[config.mk]
export PLATFORM = sky130hd
export DESIGN_NAME = host_result_tx
export DESIGN_NICKNAME = d
export VERILOG_FILES = /design/src/rtl/host_result_tx.sv
export SDC_FILE = /design/constraint.sdc
export NUM_CORES = 1
export LEC_CHECK = 0
export CORE_UTILIZATION = 39
export CTS_BUF_LIST = sky130_fd_sc_hd__clkbuf_4 sky130_fd_sc_hd__clkbuf_8
export DETAILED_ROUTE_END_ITERATION = 8
export PLACE_DENSITY = 0.76
export SLEW_MARGIN = 20
export SYNTH_ARGS = -nofsm -noshare
export SYNTH_HDL_FRONTEND = slang
export SYNTH_SLANG_ARGS = --single-unit
[constraint.sdc]
create_clock -name clk -period 2.15 [get_ports clk]
set_input_delay 0.645 -clock clk [delete_from_list [all_inputs] [get_ports clk]]
set_output_delay 0.645 -clock clk [all_outputs]
set_load 0.01 [all_outputs]
[src/rtl/host_result_tx.sv]
// host_result_tx: transmit side of the host pin interface.
// Captures one set of TPU result words and then drains it to the host one
// byte per transfer, least significant byte of word 0 first. Each transfer
// uses a valid/ack handshake.
module host_result_tx #(
    parameter int unsigned NUM_WORDS = 4,
    parameter int unsigned WORD_W    = 16
) (
    input  logic                          clk,
    input  logic                          rst_n,
    input  logic                          load,
    input  logic [NUM_WORDS*WORD_W-1:0]   result_data,
    input  logic                          rd_req,
    input  logic                          tx_ack,
    output logic [7:0]                    tx_data,
    output logic                          tx_valid,
    output logic                          tx_last,
    output logic                          full,
    output logic                          busy,
    output logic                          done,
    output logic                          overrun
);

    localparam int unsigned NUM_BYTES = NUM_WORDS * WORD_W / 8;
    localparam int unsigned BUF_W     = NUM_WORDS * WORD_W;
    localparam int unsigned IDX_W     = (NUM_BYTES > 1) ? $clog2(NUM_BYTES) : 1;
    localparam logic [IDX_W-1:0] LAST_IDX = IDX_W'(NUM_BYTES - 1);

    typedef enum logic [1:0] {
        IDLE = 2'd0,
        HOLD = 2'd1,
        SEND = 2'd2
    } state_t;

    state_t             state;
    logic [IDX_W-1:0]   byte_idx;
    logic [BUF_W-1:0]   buffer;
    logic [IDX_W-1:0]   idx_nxt;
    logic [7:0]         next_byte;

    // Select the byte that follows the one currently on tx_data.
    always_comb begin
        idx_nxt   = byte_idx + IDX_W'(1);
        next_byte = '0;
        for (int unsigned k = 0; k < NUM_BYTES; k++) begin
            if (idx_nxt == IDX_W'(k)) begin
                next_byte = buffer[8*k +: 8];
            end
        end
    end

    // Capture/hold/send sequencer with all outputs registered.
    // tx_data and tx_last are loaded one cycle ahead, so the byte for
    // the next index is already on the pins when the current transfer completes.
    always_ff @(posedge clk or negedge rst_n) begin
        if (!rst_n) begin
            state    <= IDLE;
            byte_idx <= '0;
            buffer   <= '0;
            tx_data  <= '0;
            tx_valid <= 1'b0;
            tx_last  <= 1'b0;
            full     <= 1'b0;
            busy     <= 1'b0;
            done     <= 1'b0;
            overrun  <= 1'b0;
        end else begin
            done <= 1'b0;
            case (state)
                IDLE: begin
                    if (load) begin
                        buffer <= result_data;
                        full   <= 1'b1;
                        state  <= HOLD;
                    end
                end
                HOLD: begin
                    if (load) begin
                        buffer <= result_data;
                    end else if (rd_req) begin
                        state    <= SEND;
                        byte_idx <= '0;
                        overrun  <= 1'b0;
                        busy     <= 1'b1;
                        tx_valid <= 1'b1;
                        tx_data  <= buffer[7:0];
                        tx_last  <= (NUM_BYTES == 1);
                    end
                end
                SEND: begin
                    if (load) begin
                        overrun <= 1'b1;
                    end
                    if (tx_ack) begin
                        if (byte_idx == LAST_IDX) begin
                            state    <= IDLE;
                            byte_idx <= '0;
                            tx_valid <= 1'b0;
                            tx_last  <= 1'b0;
                            tx_data  <= '0;
                            full     <= 1'b0;
                            busy     <= 1'b0;
                            done     <= 1'b1;
                        end else begin
                            byte_idx <= idx_nxt;
                            tx_data  <= next_byte;
                            tx_last  <= (idx_nxt == LAST_IDX);
                        end
                    end
                end
                default: begin
                    state <= IDLE;
                end
            endcase
        end
    end

endmodule

# [Word-level counts from Yosys, hierarchy flattened]
# Index checks and enable logic that the tools add are counted.
[totals] regBits=82 latchBits=0 ram_bits=0 romBits=0 in_bits=69 output_inout_bits=14 n_memories=0
[classes] addsub=1 mul=0 n_div=0 order_cmp=0 eq_ne=16 shift=0 mux=40 bitwise=0 reduce_logical=11
[ops] cell="2-to-1 mux 8 bit" count=12
[ops] cell="one-hot mux 8 bit (2 select lines)" count=1
[ops] cell="equality test 3 bit (second input constant)" count=5
[ops] cell="2-to-1 mux 1 bit" count=12
[ops] cell="2-to-1 mux 3 bit" count=4
[ops] cell="!= test 2 bit (second input constant)" count=6
[ops] cell="AND reduction 4 bit" count=3
[ops] cell="2-to-1 mux 2 bit" count=5
[ops] cell="AND reduction 5 bit" count=2
[ops] cell="one-hot mux 1 bit (2 select lines)" count=4
[ops] cell="equality test 3 x 2 -> 1 bit (second input constant)" count=2
[ops] cell="one-hot mux 2 bit (3 select lines)" count=1
[ops] cell="one-hot mux 3 bit (2 select lines)" count=1
[ops] cell="nonzero test 2 bit" count=2
[ops] cell="adder 3 x 1 -> 3 bit (second input constant)" count=1
[ops] cell="equality test 3 x 1 -> 1 bit (second input constant)" count=1
[ops] cell="logical NOT 3 bit" count=1
[ops] cell="equality test 2 x 1 -> 1 bit (second input constant)" count=1
[ops] cell="equality test 2 bit (second input constant)" count=1
[ops] cell="logical NOT 2 bit" count=1
[ops] cell="AND reduction 2 bit" count=1
[ops] cell="OR reduction 2 bit" count=1

# [Depth between registers and ports, before layout]
[depth] ltp_word=13 ltp_mapped=8 depth_no_buf=6

# [Least setup slack after synthesis]
# No wires, ideal clock.
[synth_path] kind="flip-flop to flip-flop" from="register byte_idx[0]" to="register tx_data[0]" t_arrival_ns=1.899 path_slack_ns=0.166 path_stages_with_launch=8 n_path_buf=1 synth_period_minus_slack_ns=1.984 path_cell_list="dfrtp_1 > ha_1 > ha_1 > nand2b_1 > buf_6 > o32a_1 > o31a_1 > o221ai_2"
[synth_via] elab_chain_len=13 elab_cells_between_ends=21 classes_between="add/sub (1); eq/ne (8); mux (11); reduce/logical (1)"
[synth_rtl] item="start, declared" line_no="36" rtl="logic [IDX_W-1:0] byte_idx;"
[synth_rtl] item="start signal, assigned" line_no="105" rtl="byte_idx <= idx_nxt;"
[synth_rtl] item="adder 3 x 1 -> 3 bit" line_no="43" rtl="idx_nxt = byte_idx + IDX_W'(1);"
[synth_rtl] item="logical NOT 3 bit" line_no="46" rtl="if (idx_nxt == IDX_W'(k)) begin"
[synth_rtl] item="2-to-1 mux 8 bit (8 in a row)" line_no="46"
[synth_rtl] item="2-to-1 mux 8 bit (*)" line_no="95" rtl="if (byte_idx == LAST_IDX) begin"
[synth_rtl] item="2-to-1 mux 8 bit (*)" line_no="94" rtl="if (tx_ack) begin"
[synth_rtl] item="one-hot mux 8 bit (2 select lines) (*)" line_no="69" rtl="case (state)"
[synth_rtl] item="end signal, assigned" line_no="86" rtl="tx_data <= buffer[7:0];"
[synth_rtl] item="end signal, assigned" line_no="106" rtl="tx_data <= next_byte;"
[synth_rtl] item="end, declared" line_no="15" rtl="output logic [7:0] tx_data,"
# Every way passes the cells marked *; elsewhere a longest branch is shown, timed or not. The select of a mux whose other input is x is not followed.
# A chain may end at the register's enable or synchronous reset.

# [Worst setup path in the final report]
[layout_path] from="register byte_idx[0]" to="register tx_data[3]"
# The elaborated chain is that of the path after synthesis.

==> impl_metrics.tcl <==
set metrics [dict create \
    start_util 0.408 \
    ir_drop_uv 448 \
    ys.flop_type "dfrtp_1" \
    cts_tree "yes" \
    track_usage 0.194 \
    worst_slew_pin_slew_ps 473 \
    layout-drive-gt1-share 0.117 \
    cts_buffer_depth 2 \
    netlist_area_mm2 0.00402 \
    post_cts_buffers 0 \
    vias 3026 \
    required_ps 2430 \
    rsz0062_at_grt "no" \
    skew_ps 8.41 \
    gp_congestion 0.891 \
    seqCellArea_mm2 0.00205 \
    drt_first_pass_iters 4 \
    core_area_mm2 0.00986 \
    hold_class "in -> async" \
    vias_per_cell 5.41 \
    worstPathArrival_ps 2340 \
    busiest_layer "met2" \
    crit_type "reg -> reg" \
    io_pins 83 \
    die_h_um 104 \
    use_met3 0.0371 \
    max_freq_mhz 484 \
    die_width_um 104 \
    grt_pass1_wl_um 16400 \
    seq_area_frac_synth 0.510 \
    ys_types 34 \
    grt_pass1_vias 3199 \
    htree_levels 3 \
    critPathLaunchType "register" \
    hold_viol 0 \
    whs_ps 240 \
    clk_latency_ps 360 \
    synthArstFlopShare 1.00 \
    root_buffer "clkbuf_8" \
    numPortBuffers 82 \
    numCtsBuffers 9 \
    fill_cells 846 \
    finalCriticalPeriod_ps 2070 \
    use_met1 0.258 \
    slew_violations 0 \
    grt_max_degree 36 \
    power.density_mw_per_mm2 994 \
    synthCells 335 \
    fin_nets 497 \
    clock_sinks 82 \
    setup-violations-final 0 \
    antenna_cells 0 \
    wl_per_cell_um 17.6 \
    postRouteAntennaNets 0 \
    drc_errors 0 \
    synth_warnings 0 \
    overflow 0 \
    antenna_found_initial 0 \
    end_kind "register" \
    rows 36 \
    hpwl_um 7180 \
    synth_edf_count 0 \
    first_iter_violations 202 \
    multiInputGateArea_mm2 0.00180 \
    clk_pin_slew_ps 80 \
    avgSynthCellArea_um2 12.0 \
    period_share 0.961 \
    status "finished clean" \
    synth_seq_cells 82 \
    syn_nets 411 \
    area_growth_syn_to_layout_pct 31.7 \
    die_area_mm2 0.0107 \
    slew_headroom 0.685 \
    wirelength_um 9830 \
    cap_violations 0 \
    fin_util 0.537 \
    worstPathMaxFanout 20 \
    grt_util_met2 0.317 \
    power_leakage_nw 2.17 \
]
-- cell usage after synthesis, types with 3 or more instances --
cell	number	area (µm²)
o31a_1	8	70.1
nand2_1	25	93.8
o221ai_2	8	120
inv_1	14	52.6
nor2b_1	4	25.0
nand2b_1	4	25.0
a21oi_1	12	60.1
dfrtp_1	82	2050
o32a_1	8	80.1
buf_6	3	33.8
a2bb2oi_1	8	70.1
a22oi_1	15	113
nor2_1	4	15.0
ha_1	7	87.6
o22ai_1	16	100
a21o_1	16	120
buf_2	13	65.1
mux2_1	56	631
o21ai_1	11	55.1
clkbuf_1	5	18.8
-- cells in the final DEF (no fill, tap or decap), drive strengths merged, types with 2 or more instances in the layout --
cell type / count
nor2: 4
clkbuf: 11
inv: 14
nor2b: 5
ha: 7
a2bb2oi: 8
a21oi: 12
o32a: 8
mux2: 56
bufinv: 2
o221ai: 8
o31a: 8
clkinv: 3
nand2b: 5
nand2: 25
a21o: 16
buf: 19
o22ai: 16
a22oi: 16
dfrtp: 82
clkdlybuf4s50: 81
o21ai: 11
-- sequential cells by signal (all words and copies together) (netlist names) --
signal / cells
full: 1
overrun: 1
done: 1
byte_idx: 3
tx_last: 1
tx_data: 8
busy: 1
buffer: 64
state: 2
-- final cells by class --
| cell class | count | area share |
|---|---|---|
| clock buffers | 11 | 0.0262 |
| clock inverters | 5 | 0.0149 |
| inverters | 14 | 0.00991 |
| multi-input cells | 214 | 0.340 |
| flip-flops and latches | 82 | 0.387 |
| well taps | 133 | 0.0314 |
| repair buffers | 100 | 0.191 |
-- metrics by stage --
stage | setup TNS (ps) | instances | instance area [µm²] | power [mW] | setup WS (ps)
finish | 0 | 559 | 5300 | 5.27 | 83.6
global route | 0 | 559 | 5300 | 5.57 | 9.25
CTS | 0 | 559 | 5280 | 5.28 | 26.3
detailed placement | -427 | 543 | 5060 | 4.05 | -65.6
global placement | 0 | 543 | 5060 | 3.98 | 1.74
floorplan | 0 | 335 | 4020 | 3.29 | 166
-- where the power goes --
group / internal, mW / switching (mW)
combinational: 0.974 / 0.889
sequential: 1.90 / 0.273
clock: 0.679 / 0.556
total: 3.55 / 1.72
-- path summary, 6_finish.rpt --
kind | start | end | slack, ps | depth (start not counted)
worst min register to register | buffer[52] | buffer[52] | 490 | 1
worst min-delay path | rst_n | buffer[13] | 240 | 1
worst max register to register | byte_idx[0] | tx_data[3] | 80 | 6
worst max-delay path | byte_idx[0] | tx_data[3] | 80 | 6
max in group asynchronous | rst_n | buffer[11] | 1270 | 2
min in group clk | buffer[52] | buffer[52] | 490 | 1
-- critical path: stages, from the launching register on --
cell and delay [ps]:
dfrtp_1 390, ha_1 240, ha_4 230, buf_8 160, a2111o_1 570, a21o_1 230
o221ai_2 160
-- what timing repair did --
action / in CTS / in global routing
setup endpoints to repair: 0 / 8
gates resized for setup: 0 / 4
hold buffers: 0 / 0
-- metal layers --
metal	wire length [µm]	vias up
met1	4360	1511
met4	175	0
met5	0	-
li1	-	1408
met3	469	17
met2	4830	90
-- cells by family after synthesis --
group                    after synthesis  share of synthesized area
AO/OA/AOI/OAI                        108                      0.210
buffers and inverters                 39                     0.0479
adder cells (fa/ha/maj)                7                     0.0218
multiplexers                          56                      0.157
AND/OR/NAND/NOR                       43                     0.0541
flip-flops                            82                      0.510
Power figures use the tool's default switching activity.
